File: src/rtl/alarm_pkg.sv
// Shared types, field limits and wrap-step helpers for the alarm bank.
package alarm_pkg;

  localparam int unsigned HOUR_MAX = 23;
  localparam int unsigned MIN_MAX  = 59;
  localparam int unsigned HOUR_W   = 5;
  localparam int unsigned MIN_W    = 6;

  typedef enum logic [1:0] {
    StIdle    = 2'd0,
    StRinging = 2'd1,
    StSnoozed = 2'd2
  } alarm_state_e;

  function automatic logic [HOUR_W-1:0] step_hours(input logic [HOUR_W-1:0] h,
                                                   input logic               dec);
    if (dec) begin
      return (h == '0) ? HOUR_W'(HOUR_MAX) : h - HOUR_W'(1);
    end
    return (h >= HOUR_W'(HOUR_MAX)) ? '0 : h + HOUR_W'(1);
  endfunction

  function automatic logic [MIN_W-1:0] step_minutes(input logic [MIN_W-1:0] m,
                                                    input logic              dec);
    if (dec) begin
      return (m == '0) ? MIN_W'(MIN_MAX) : m - MIN_W'(1);
    end
    return (m >= MIN_W'(MIN_MAX)) ? '0 : m + MIN_W'(1);
  endfunction

endpackage

File: src/rtl/alarm_channel.sv
// One alarm channel: stored time, arm bit and the ring/snooze/timeout state machine.
module alarm_channel
  import alarm_pkg::*;
#(
  parameter int unsigned SNOOZE_MIN       = 9,
  parameter int unsigned RING_TIMEOUT_MIN = 5,
  parameter int unsigned MAX_SNOOZE       = 3
) (
  input  logic              sys_clk,
  input  logic              rst_n,
  input  logic              inc_hours,
  input  logic              inc_minutes,
  input  logic              dec_mode,
  input  logic              arm_toggle,
  input  logic [HOUR_W-1:0] cur_hours,
  input  logic [MIN_W-1:0]  cur_minutes,
  input  logic              minute_tick,
  input  logic              snooze_req,
  input  logic              dismiss_req,
  output logic [HOUR_W-1:0] hours,
  output logic [MIN_W-1:0]  minutes,
  output logic              armed,
  output logic              ringing
);

  localparam int unsigned TimerW = 6;
  localparam int unsigned CntW   = (MAX_SNOOZE < 1) ? 1 : $clog2(MAX_SNOOZE + 1);

  logic [HOUR_W-1:0] hours_q, hours_d;
  logic [MIN_W-1:0]  minutes_q, minutes_d;
  logic              armed_q, armed_d;

  alarm_state_e      state_q;
  logic [TimerW-1:0] timer_q;
  logic [TimerW-1:0] timer_inc;
  logic [CntW-1:0]   snooze_cnt_q;
  logic              ringing_q;
  logic              match;
  logic              disarm;

  always_comb begin
    hours_d   = hours_q;
    minutes_d = minutes_q;
    armed_d   = armed_q ^ arm_toggle;
    if (inc_hours) begin
      hours_d = step_hours(hours_q, dec_mode);
    end else if (inc_minutes) begin
      minutes_d = step_minutes(minutes_q, dec_mode);
    end
  end

  always_ff @(posedge sys_clk or negedge rst_n) begin
    if (!rst_n) begin
      hours_q   <= '0;
      minutes_q <= '0;
      armed_q   <= 1'b0;
    end else begin
      hours_q   <= hours_d;
      minutes_q <= minutes_d;
      armed_q   <= armed_d;
    end
  end

  // Match sees the pre-edit time and arm bit, so a same-cycle arm never rings.
  assign match = minute_tick && armed_q && (hours_q == cur_hours) &&
                 (minutes_q == cur_minutes);
  assign disarm    = arm_toggle && armed_q;
  assign timer_inc = timer_q + TimerW'(1);

  always_ff @(posedge sys_clk or negedge rst_n) begin
    if (!rst_n) begin
      state_q      <= StIdle;
      timer_q      <= '0;
      snooze_cnt_q <= '0;
      ringing_q    <= 1'b0;
    end else begin
      unique case (state_q)
        StIdle: begin
          if (match && !disarm) begin
            state_q      <= StRinging;
            timer_q      <= '0;
            snooze_cnt_q <= '0;
            ringing_q    <= 1'b1;
          end
        end
        StRinging: begin
          if (disarm || dismiss_req) begin
            state_q   <= StIdle;
            timer_q   <= '0;
            ringing_q <= 1'b0;
          end else if (snooze_req) begin
            timer_q   <= '0;
            ringing_q <= 1'b0;
            if (snooze_cnt_q < CntW'(MAX_SNOOZE)) begin
              state_q      <= StSnoozed;
              snooze_cnt_q <= snooze_cnt_q + CntW'(1);
            end else begin
              state_q <= StIdle;
            end
          end else if (minute_tick) begin
            if (timer_inc == TimerW'(RING_TIMEOUT_MIN)) begin
              state_q   <= StIdle;
              timer_q   <= '0;
              ringing_q <= 1'b0;
            end else begin
              timer_q <= timer_inc;
            end
          end
        end
        StSnoozed: begin
          if (disarm || dismiss_req) begin
            state_q <= StIdle;
            timer_q <= '0;
          end else if (minute_tick) begin
            if (timer_inc == TimerW'(SNOOZE_MIN)) begin
              state_q   <= StRinging;
              timer_q   <= '0;
              ringing_q <= 1'b1;
            end else begin
              timer_q <= timer_inc;
            end
          end
        end
        default: begin
          state_q   <= StIdle;
          timer_q   <= '0;
          ringing_q <= 1'b0;
        end
      endcase
    end
  end

  assign hours   = hours_q;
  assign minutes = minutes_q;
  assign armed   = armed_q;
  assign ringing = ringing_q;

endmodule

File: src/rtl/alarm_bank.sv
// Bank of independently settable alarm channels with a combined ring output.
module alarm_bank
  import alarm_pkg::*;
#(
  parameter int unsigned NUM_ALARMS       = 4,
  parameter int unsigned SEL_W            = 2,
  parameter int unsigned SNOOZE_MIN       = 9,
  parameter int unsigned RING_TIMEOUT_MIN = 5,
  parameter int unsigned MAX_SNOOZE       = 3
) (
  input  logic                  sys_clk,
  input  logic                  rst_n,
  input  logic [SEL_W-1:0]      sel,
  input  logic                  inc_hours_en,
  input  logic                  inc_minutes_en,
  input  logic                  dec_mode,
  input  logic                  arm_toggle,
  input  logic [HOUR_W-1:0]     cur_hours,
  input  logic [MIN_W-1:0]      cur_minutes,
  input  logic                  minute_tick,
  input  logic                  snooze_req,
  input  logic                  dismiss_req,
  output logic [HOUR_W-1:0]     sel_hours,
  output logic [MIN_W-1:0]      sel_minutes,
  output logic [NUM_ALARMS-1:0] armed,
  output logic [NUM_ALARMS-1:0] ringing,
  output logic                  alarm_active
);

  logic [NUM_ALARMS-1:0] sel_hit;
  logic [HOUR_W-1:0]     ch_hours   [NUM_ALARMS];
  logic [MIN_W-1:0]      ch_minutes [NUM_ALARMS];

  // A sel beyond the last channel hits nothing, so it reads 0 and edits are dropped.
  for (genvar i = 0; i < NUM_ALARMS; i++) begin : g_ch
    assign sel_hit[i] = (sel == SEL_W'(i));

    alarm_channel #(
      .SNOOZE_MIN      (SNOOZE_MIN),
      .RING_TIMEOUT_MIN(RING_TIMEOUT_MIN),
      .MAX_SNOOZE      (MAX_SNOOZE)
    ) u_channel (
      .sys_clk    (sys_clk),
      .rst_n      (rst_n),
      .inc_hours  (inc_hours_en && sel_hit[i]),
      .inc_minutes(inc_minutes_en && sel_hit[i]),
      .dec_mode   (dec_mode),
      .arm_toggle (arm_toggle && sel_hit[i]),
      .cur_hours  (cur_hours),
      .cur_minutes(cur_minutes),
      .minute_tick(minute_tick),
      .snooze_req (snooze_req),
      .dismiss_req(dismiss_req),
      .hours      (ch_hours[i]),
      .minutes    (ch_minutes[i]),
      .armed      (armed[i]),
      .ringing    (ringing[i])
    );
  end

  always_comb begin
    sel_hours   = '0;
    sel_minutes = '0;
    for (int i = 0; i < NUM_ALARMS; i++) begin
      if (sel_hit[i]) begin
        sel_hours   = ch_hours[i];
        sel_minutes = ch_minutes[i];
      end
    end
  end

  assign alarm_active = |ringing;

endmodule

File: config.mk
export PLATFORM = sky130hd
export DESIGN_NAME = alarm_bank
export DESIGN_NICKNAME = d
export VERILOG_FILES = /design/src/rtl/alarm_pkg.sv /design/src/rtl/alarm_channel.sv /design/src/rtl/alarm_bank.sv
export SDC_FILE = /design/constraint.sdc
export NUM_CORES = 1
export LEC_CHECK = 0
export ABC_CLOCK_PERIOD_IN_PS = 3200
export CORE_ASPECT_RATIO = 1.2
export CORE_UTILIZATION = 62
export DETAILED_ROUTE_END_ITERATION = 8
export GPL_TIMING_DRIVEN = 0
export PLACE_DENSITY = 0.83
export SLEW_MARGIN = 0
export SYNTH_ARGS = -nofsm -noshare
export SYNTH_HDL_FRONTEND = slang
export SYNTH_SLANG_ARGS = --single-unit
File: constraint.sdc
create_clock -name sys_clk -period 3.2 [get_ports sys_clk]
set_input_delay 0.48 -clock sys_clk [delete_from_list [all_inputs] [get_ports sys_clk]]
set_output_delay 0.48 -clock sys_clk [all_outputs]
set_load 0.1 [all_outputs]
==> metrics.txt, run 1 <==
Worst EP required=about 3400 ps; Synth Flop Type=dfrtp_1; Worst Reg2Reg Path Length in Cells=7; CTS tree=yes; max cap viols=0; Hold WS=roughly 170 ps; largest net degree at the start of global routing=52; half-perimeter wire length after placement=16,100 um; crit-path leading delay family=simple AND/OR/NAND/NOR gates; final net count=1,118; Starting DRT DRC Count=between 700 and 800; final worst slack=~110 ps; later-pin clock latency in the skew report=~360 ps; Switch Pwr=approximately 4.0 mW; Synth Register Bits=92; CTS buffer count=9; final setup TNS=0 ps; Internal=approximately 3.8 mW; initial antenna violation count=0; sequential share of power=25.0%; EDFF count, synth=0; final hold violations=0; clock sinks=just over 90; Die Width=about 110 um; reg2reg end=g_ch[1].u_channel.state_q[1]$_DFFE_PN0P_; Core Area=12,700 um2; WS Path Type=in2reg; sequential share of the synthesized area=between 20% and 30%; syn avg cell area=between 8 and 9 um2; I/O Buffers=38; Tcrit/Tclk final=a little under 100%; Combinational Power Share=slightly above 60%; clock power share=roughly 14%; Die Height=127 um; drt wl/cell=18.0 um; Slew Viols, Final=0; Startpoint Class=input port; Cell Pwr Density=between 800 and 900 nW/um2; fin crit period=3090 ps; RD Place Congestion=between 0.9 and 1; Syn Inst Count=~990; Area Overhead vs Synth=11.6%; # setup viols final=0; async set-or-reset flop fraction in the synthesized netlist=between 90% and 100%; num rows=45; via count=a little under 8,000; Max-slew headroom=35.6%; critical path arrival=3330 ps; R2R setup slack=between 400 and 500 ps; DRC=0; Synth Cell Area=between 8000 and 9000 um2; drt via density=6.44; Placed Cells=1,197; Worst Setup Slack post-DPL=-627 ps; switching portion of total power=about half; DRT Pass-1 Iters=6; critical path endpoint category=flip-flop; Crit path largest cell delay=between 400 and 500 ps; slowest cell on the critical path=clkdlybuf4s50_1; Root Driver=clkbuf_16; Worst Setup SP=arm_toggle; Overflow after GRT=0; Max Fclk=around 320 MHz; diodes inserted=0; worst vdd ir=around 0.67 mV; fraction of layout cells with a size suffix above 1=5.91%; I/O Pins=42; CP max FO=5; Routed Antenna Nets=0; Placed Area=between 8000 and 9000 um2; hold_buf cts=0; worst min-delay path class=in2async; fin area=8970 um2; final setup skew=roughly 7.6 ps; first-pass GRT wire length=36,000 um; Clock transition at path regs=about 70 ps; htree depth=3; Die Area=approximately 13,000 um2; Mapped Nets=between 1,000 and 1,500; status=finished, final reports clean; cell breakdown of the critical path=clkdlybuf4s50_1 -> and2_1 -> ha_1 -> and3b_1 -> nand4_1 -> o31ai_2 -> o21ai_1 -> nor3_1 -> mux2_1; deepest clock path buffer count=2; Post-CTS Setup Inserts=0; WL final=about 22,000 um; Worst Path Buf+Inv=1; crit path capture=g_ch[1].u_channel.state_q[1]$_DFFE_PN0P_; vias in the first global route=~7,300; Pleak=3.75 nW; count of different cell masters after synthesis=74; Worst Tran Pin Value=around 960 ps; Finished Layout Cells=roughly 1,200; stages on the worst setup path=9; Yosys warning count=0; RR Startpoint=g_ch[1].u_channel.minutes[1]$_DFFE_PN0P_; unrepaired setup endpoints after global routing=no; Initial Util=a little under two thirds; Total GRT Usage=between 30% and 40%
==> what timing repair did <==
item	in CTS	in global routing
pin swaps	0	1
setup endpoints to repair	22	11
resized for setup	11	11
==> power by group through the flow <==
stage | combinational (mW) | clock (mW) | sequential (mW)
floorplan | 3.70 | 0 | 1.83
global placement | 4.57 | 0 | 1.93
detailed placement | 4.65 | 0 | 1.95
CTS | 4.65 | 1.08 | 1.92
global route | 5.16 | 1.13 | 1.99
finish | 4.75 | 1.07 | 1.94
==> Yosys cell counts (5+ instances only) <==
master,number,share of area (%)
nand2_1,111,5.2
dfrtp_1,92,29
o21ai_0,69,4.3
nor2_1,65,3.0
a21oi_1,55,3.4
clkbuf_1,53,2.5
ha_1,52,8.1
inv_1,50,2.3
nand3_1,48,3.0
nor3_1,32,2.0
xnor2_1,26,2.8
xor2_1,22,2.4
mux2i_1,20,2.5
o21ai_1,19,1.2
and2_1,15,1.2
o31ai_1,15,1.4
a31oi_1,14,1.1
nand2b_1,13,1.0
a21o_1,11,1.0
mux4_2,11,3.1
nand4_1,11,0.86
nor2b_1,11,0.86
and3_1,9,0.70
a22o_1,8,0.87
buf_4,8,0.75
o22ai_1,8,0.62
a22oi_1,7,0.65
nor3b_1,7,0.65
or3_1,7,0.54
a211oi_1,6,0.56
nor4_1,6,0.47
nor4b_1,6,0.65
o2111ai_1,6,0.65
o211ai_1,6,0.56
nand3b_1,5,0.47
or2_2,5,0.39
or4_1,5,0.47
==> logic make-up after synthesis <==
logic type                 share of synthesized area [%]
AOI/OAI and AO/OA                                   22.3
adders and majority gates                           8.47
and+or+nand+nor                                     23.1
buffers and inverters                               6.30
muxes                                               5.99
xor gates and xnor gates                            5.23
DFF                                                 28.6
==> final cells by class <==
| class | instances | area, um2 |
|---|---|---|
| Buffer | 70 | 327 |
| Clock buffer | 9 | 225 |
| Inverter | 50 | 188 |
| Tap cell | 164 | 205 |
| Timing Repair Buffer | 39 | 389 |
| Fill cell | 1033 | 3700 |
| Sequential cell | 92 | 2300 |
| Clock inverter | 7 | 60.1 |
| Multi-Input combinational cell | 782 | 5280 |
==> per-stage QoR <==
step	power, mW	utilization, %
final	7.76	70.8
after global routing	8.27	70.8
after floorplan	5.52	-
after CTS	7.66	70.5
after global placement	6.50	68.1
after detailed placement	6.60	68.2
==> layer usage <==
layer | up-vias | track usage (%) | wire [um] | part of all wire (%)
met1 | 3717 | 42.0 | 9120 | 42
li1 | 3703 | - | - | -
met5 | - | 0 | 0 | 0
met2 | 319 | 57.7 | 10500 | 48
met3 | 71 | 4.21 | 1340 | 6.1
met4 | 0 | 18.8 | 870 | 4.0
==> cells in the final DEF (no fill, tap or decap), types with 26 or more instances in the layout <==
master,count
ha_1,52
clkdlybuf4s50_1,30
nand3_1,47
dfrtp_1,92
a21oi_1,55
nor3_1,32
nor2_1,65
clkbuf_1,49
nand2_1,111
inv_1,50
o21ai_0,69
xnor2_1,26
==> worst register-to-register path, delay by kind of cell (launching register included) <==
kind                   cells  cell delay (ps)
flip-flops                 1              350
AND/OR/NAND/NOR            2              620
buffers and inverters      1              370
multiplexers               1              380
AO/OA/AOI/OAI              2              710
XOR/XNOR                   1              180
==> how the worst min path moves through the flow <==
stage / from / cells after the start / endpoint
detailed placement: g_ch[1].u_channel.snooze_cnt_q[1]$_DFFE_PN0P_ / 1 / g_ch[1].u_channel.snooze_cnt_q[1]$_DFFE_PN0P_
global placement: g_ch[1].u_channel.snooze_cnt_q[1]$_DFFE_PN0P_ / 1 / g_ch[1].u_channel.snooze_cnt_q[1]$_DFFE_PN0P_
CTS: rst_n / 1 / g_ch[1].u_channel.snooze_cnt_q[1]$_DFFE_PN0P_
global route: rst_n / 1 / g_ch[1].u_channel.snooze_cnt_q[1]$_DFFE_PN0P_
floorplan: rst_n / 0 / g_ch[0].u_channel.armed$_DFF_PN0_
finish: rst_n / 1 / g_ch[1].u_channel.timer_q[5]$_DFFE_PN0P_
==> sequential cells by signal, summed over array words and instances, names as in the netlist <==
| name | flops |
|---|---|
| g_ch.u_channel.state_q | 8 |
| g_ch.u_channel.minutes | 24 |
| g_ch.u_channel.timer_q | 24 |
| g_ch.u_channel.hours | 20 |
| g_ch.u_channel.snooze_cnt_q | 8 |
| g_ch.u_channel.ringing | 4 |
| g_ch.u_channel.armed | 4 |
Note: power is estimated with default switching activity, not from simulation.
==> run 2: changes to the inputs <==
- ABC_CLOCK_PERIOD_IN_PS: 3200 -> not set
- SLEW_MARGIN: 0 -> 20
==> metrics.txt, run 2 (same netlist as run 1, synthesis figures left out) <==
initial antenna violation count=0 (unchanged); first-pass GRT wire length=36,000 um (unchanged); DRT Pass-1 Iters=7 (was 6); via count=7,798 (was 7,810); WL final=21,900 um (about the same); later-pin clock latency in the skew report=360 ps (about the same); Max Fclk=323 MHz (about the same); Worst Setup SP=arm_toggle (unchanged); Cell Pwr Density=864 nW/um2 (was 865 nW/um2); worst vdd ir=0.666 mV (was 0.667 mV); Die Height=127 um (unchanged); final setup skew=7.69 ps (was 7.57 ps); vias in the first global route=7,336 (unchanged); deepest clock path buffer count=2 (unchanged); diodes inserted=0 (unchanged); Total GRT Usage=34.0% (unchanged); htree depth=3 (unchanged); Core Area=12,700 um2 (unchanged); worst min-delay path class=in2async (unchanged); Pleak=3.75 nW (about the same); Hold WS=66.0 ps (was 165 ps); Worst Tran Pin Value=963 ps (about the same); Max-slew headroom=35.6% (about the same); Post-CTS Setup Inserts=0 (unchanged); most frequent cells in the layout=nand2_1 (111), dfrtp_1 (92), o21ai_0 (69), nor2_1 (65), a21oi_1 (55) (unchanged); Worst Setup Slack post-DPL=-627 ps (unchanged); Tcrit/Tclk final=96.8% (was 96.7%); largest net degree at the start of global routing=52 (unchanged); fin area=8980 um2 (was 8970 um2); I/O Pins=42 (unchanged); commonest non-fill, non-tap cell in the layout=nand2_1 (unchanged); critical path arrival=3340 ps (was 3330 ps); DRC=0 (unchanged); Clock transition at path regs=70 ps (about the same); Filler cells=1,031 (was 1,033); CTS buffer count=9 (unchanged); CP max FO=5 (unchanged); Area Overhead vs Synth=11.6% (about the same); WS Path Type=in2reg (unchanged); Initial Util=63.5% (unchanged); fin crit period=3100 ps (was 3090 ps); I/O Buffers=38 (unchanged); Worst Reg2Reg Path Length in Cells=7 (unchanged); max cap viols=0 (unchanged); hold_buf cts=0 (unchanged); final hold violations=0 (unchanged); final worst slack=104 ps (was 106 ps); Routed Antenna Nets=0 (unchanged); Register Area=2300 um2 (unchanged); final net count=1,118 (unchanged); fraction of layout cells with a size suffix above 1=5.91% (unchanged); Startpoint Class=input port (unchanged); Placed Area=8650 um2 (was 8640 um2); drt via density=6.43 (was 6.44); unrepaired setup endpoints after global routing=no (unchanged); area of the multi-input gates=5280 um2 (unchanged); drt wl/cell=18.0 um (about the same); RD Place Congestion=0.967 (unchanged); half-perimeter wire length after placement=16,100 um (about the same); # setup viols final=0 (unchanged); num rows=45 (unchanged); Slew Viols, Final=0 (unchanged); Worst EP required=3440 ps (about the same); clock sinks=92 (unchanged); critical path endpoint category=flip-flop (unchanged); Die Area=13,400 um2 (unchanged); Root Driver=clkbuf_16 (unchanged); Die Width=106 um (unchanged); status=finished, final reports clean (unchanged); RR Startpoint=g_ch[1].u_channel.minutes[1]$_DFFE_PN0P_ (unchanged); Starting DRT DRC Count=714 (unchanged); PnR Total Power=7.76 mW (about the same); Overflow after GRT=0 (unchanged); CTS tree=yes (unchanged)
## run 2: path summary, 6_finish.rpt
| check | end | slack [ps] |
|---|---|---|
| max reg2reg | g_ch[1].u_channel.state_q[1]$_DFFE_PN0P_ | 480 |
| min in group sys_clk | g_ch[1].u_channel.snooze_cnt_q[1]$_DFFE_PN0P_ | 540 |
| min | g_ch[1].u_channel.timer_q[5]$_DFFE_PN0P_ | 70 |
| max in group asynchronous | g_ch[2].u_channel.timer_q[2]$_DFFE_PN0P_ | 2520 |
| min reg2reg | g_ch[1].u_channel.snooze_cnt_q[1]$_DFFE_PN0P_ | 540 |
| max | g_ch[1].u_channel.state_q[1]$_DFFE_PN0P_ | 100 |
## run 2: repair_timing
action | in CTS | in global routing
pin swaps | 0 | 1
cloned | 0 | 0
resized for setup | 11 | 11
endpoints found under the setup margin | 22 | 11
## run 2: report_power, final
group	switching (mW)	internal, mW	leakage (nW)	total [mW]
sequential	0.393	1.54	1.15	1.94
combinational	3.08	1.67	2.47	4.75
clock	0.529	0.539	0.130	1.07
## run 2: layer usage
metal  up-vias  GRT usage, %  wire (um)
li1       3705             -          -
met1      3697          42.0       9150
met2       322          57.7      10500
met3        74          4.21       1330
met4         0          18.8        918
met5         -             0          0
## run 2: layout make-up
class,instances,share of cell area [%]
clock inverter,7,0.669
buffer,70,3.64
tap,164,2.29
timing repair buffer,39,4.38
sequential,92,25.6
multi-input combinational,782,58.8
inverter,50,2.09
clock buffer,9,2.51
## run 2: through the flow
stage / util (%) / TNS [ps] / cells
after detailed placement: 68.3 / -12810 / 1197
after CTS: 70.5 / 0 / 1213
final: 70.9 / 0 / 1213
after global routing: 70.9 / 0 / 1213
after global placement: 68.1 / -194890 / 1196
after floorplan: - / 0 / 994
## run 2: critical path, cell delays in order
cell and delay, ps:
clkdlybuf4s50_1 490, and2_1 220, ha_1 240, and3b_1 250
nand4_1 110, o31ai_2 480, o21ai_1 240, nor3_1 450
mux2_1 380
==> run 3: changes to the inputs <==
- ABC_AREA: not set -> 1
==> metrics.txt, run 3 <==
critical path endpoint category=output pin (was flip-flop); half-perimeter wire length after placement=15,100 um (was 16,100 um); Worst Tran Pin Value=961 ps (was 963 ps); status=finished, final reports clean (unchanged); Die Area=13,000 um2 (was 13,400 um2); Synth Flop Type=dfrtp_1 (unchanged); CTS buffer count=9 (unchanged); fraction of layout cells with a size suffix above 1=6.73% (was 5.91%); main area contributors after synthesis=dfrtp_1 (30%), nand2_1 (17%), ha_1 (8.3%) (was dfrtp_1 (29%), ha_1 (8.1%), nand2_1 (5.2%)); Yosys warning count=0 (unchanged); final setup skew=9.72 ps (was 7.69 ps); drt wl/cell=14.2 um (was 18.0 um); EDFF count, synth=0 (unchanged); unrepaired setup endpoints after global routing=no (unchanged); switching portion of total power=52.2% (was 51.6%); Overflow after GRT=0 (unchanged); htree depth=3 (unchanged); Internal=3.44 mW (was 3.76 mW); Cell Pwr Density=825 nW/um2 (was 864 nW/um2); Core Area=12,200 um2 (was 12,700 um2); Worst Setup Slack post-DPL=-468 ps (was -627 ps); num rows=44 (was 45); Combinational Power Share=58.2% (was 61.3%); Tcrit/Tclk final=97.3% (was 96.8%); deepest clock path buffer count=2 (unchanged); sequential share of the synthesized area=29.5% (was 28.6%); async set-or-reset flop fraction in the synthesized netlist=100% (unchanged); Die Height=125 um (was 127 um); I/O Pins=42 (unchanged); RD Place Congestion=0.996 (was 0.967); Filler cells=1,055 (was 1,031); clock sinks=92 (unchanged); Total GRT Usage=32.0% (was 34.0%); Starting DRT DRC Count=615 (was 714); commonest non-fill, non-tap cell in the layout=nand2_1 (unchanged); Routed Antenna Nets=0 (unchanged); Slew Viols, Final=0 (unchanged); Switch Pwr=3.76 mW (was 4.00 mW); Max-slew headroom=35.7% (was 35.6%); Startpoint Class=input port (unchanged); Root Driver=clkbuf_16 (unchanged); area of the multi-input gates=4750 um2 (was 5280 um2); most frequent cells after synthesis=nand2_1 (353), inv_1 (147), nor2_1 (111) (was nand2_1 (111), dfrtp_1 (92), o21ai_0 (69)); later-pin clock latency in the skew report=350 ps (was 360 ps); final hold violations=0 (unchanged); Placed Cells=1,377 (was 1,197); diodes inserted=0 (unchanged); WS Path Type=in2out (was in2reg); Synth Cell Area=7800 um2 (was 8040 um2); via count=7,794 (was 7,798); Register Area=2300 um2 (unchanged); sequential share of power=27.4% (was 25.0%); final net count=1,302 (was 1,118); cell taking the most area after synthesis=dfrtp_1 (unchanged); final worst slack=86.9 ps (was 104 ps); WL final=19,800 um (was 21,900 um); Worst EP required=2720 ps (was 3440 ps); Hold WS=493 ps (was 66.0 ps); I/O Buffers=40 (was 38); fin crit period=3110 ps (was 3100 ps); worst min-delay path class=reg2reg (was in2async); worst vdd ir=0.615 mV (was 0.666 mV); CTS tree=yes (unchanged); critical path arrival=2630 ps (was 3340 ps); Pleak=4.40 nW (was 3.75 nW); DRC=0 (unchanged); Area Overhead vs Synth=12.0% (was 11.6%); syn avg cell area=6.64 um2 (was 8.09 um2); PnR Total Power=7.21 mW (was 7.76 mW); Syn Inst Count=1,175 (was 994); # setup viols final=0 (unchanged); first-pass GRT wire length=33,800 um (was 36,000 um); largest net degree at the start of global routing=67 (was 52); CP max FO=10 (was 5); post-synth top area share=29.5% (was 28.6%); vias in the first global route=7,320 (was 7,336); most frequent cells in the layout=nand2_1 (353), inv_1 (147), nor2_1 (111), dfrtp_1 (92), nand3_1 (79) (was nand2_1 (111), dfrtp_1 (92), o21ai_0 (69), nor2_1 (65), a21oi_1 (55)); Initial Util=64.1% (was 63.5%); initial antenna violation count=0 (unchanged); Synth Register Bits=92 (unchanged); DRT Pass-1 Iters=5 (was 7); final core occ=71.8% (was 70.9%); clock power share=14.4% (was 13.8%); Finished Layout Cells=1,394 (was 1,213); count of different cell masters after synthesis=45 (was 74); Max Fclk=321 MHz (was 323 MHz); drt via density=5.59 (was 6.43); Die Width=104 um (was 106 um); Mapped Nets=1,249 (was 1,068); top-count cell post-synth=nand2_1 (unchanged); max cap viols=0 (unchanged); Clock transition at path regs=70 ps (about the same)
## run 3: changes by cell type after synthesis, moves of 15 or more
cell | previous run | this run
mux2i_1 | 20 | 0
nor2_1 | 65 | 111
nand2_1 | 111 | 353
and2_1 | 15 | 0
nand3_1 | 48 | 79
inv_1 | 50 | 147
nor3_1 | 32 | 7
clkbuf_1 | 53 | 6
## run 3: critical path: stages
cell and delay [ps]:
clkdlybuf4s50_1 580, nand2_1 210, clkbuf_2 260, o21ai_0 350
a21oi_1 70, o21ai_0 100, clkdlybuf4s15_2 580
## run 3: area by class of cell
| class | instances | area share [%] |
|---|---|---|
| sequential | 92 | 26.4 |
| tap | 161 | 2.31 |
| clock buffer | 10 | 2.74 |
| multi-input combinational | 899 | 54.4 |
| buffer | 27 | 1.80 |
| inverter | 157 | 6.75 |
| timing repair buffer | 42 | 5.18 |
| clock inverter | 6 | 0.458 |
## run 3: through the flow
stage	cell area (um2)	setup TNS [ps]
global placement	8400	-177230
CTS	8730	0
finish	8740	0
global route	8740	0
detailed placement	8430	-5790
floorplan	7800	-1360
## run 3: power groups by stage
stage | Sequential, mW | Combinational (mW) | Clock (mW)
finish | 1.98 | 4.19 | 1.04
detailed placement | 1.98 | 4.15 | 0
global route | 2.03 | 4.68 | 1.08
CTS | 1.97 | 4.17 | 1.05
global placement | 1.98 | 4.09 | 0
floorplan | 1.85 | 3.33 | 0
## run 3: layer usage
layer / share of wire (%) / vias up / track usage, % / wire length (um)
met5: 0 / - / 0 / 0
met4: 4.7 / 0 / 17.3 / 928
met3: 4.6 / 71 / 3.92 / 914
met2: 47 / 229 / 52.8 / 9290
met1: 44 / 3589 / 40.7 / 8680
li1: - / 3905 / - / -
## run 3: kinds of logic after synthesis
kind of cell | share of synthesized area [%]
AOI/OAI and AO/OA | 14.1
xor gates and xnor gates | 5.39
adders and majority gates | 8.34
buffers and inverters | 9.54
DFF | 29.5
and+or+nand+nor | 33.1
## run 3: what timing repair did
action | 4_1_cts | 5_1_grt
endpoints found under the setup margin | 11 | 8
hold buffers | 1 | 0
resized for setup | 44 | 4
endpoints found under the hold margin | 11 | 0
buffers inserted | 0 | 0
## run 3: final timing paths
| kind | start | slack [ps] | to | depth (start not counted) |
|---|---|---|---|---|
| max | sel[0] | 90 | sel_minutes[3] | 7 |
| min | g_ch[1].u_channel.ringing$_DFFE_PN0P_ | 490 | g_ch[1].u_channel.ringing$_DFFE_PN0P_ | 2 |
| max reg2reg | g_ch[3].u_channel.hours[2]$_DFFE_PN0P_ | 1130 | g_ch[3].u_channel.state_q[1]$_DFFE_PN0P_ | 11 |
| min reg2reg | g_ch[1].u_channel.ringing$_DFFE_PN0P_ | 490 | g_ch[1].u_channel.ringing$_DFFE_PN0P_ | 2 |
| max in group asynchronous | rst_n | 2020 | g_ch[1].u_channel.timer_q[1]$_DFFE_PN0P_ | 3 |
| min in group asynchronous | rst_n | 570 | g_ch[1].u_channel.minutes[4]$_DFFE_PN0P_ | 2 |
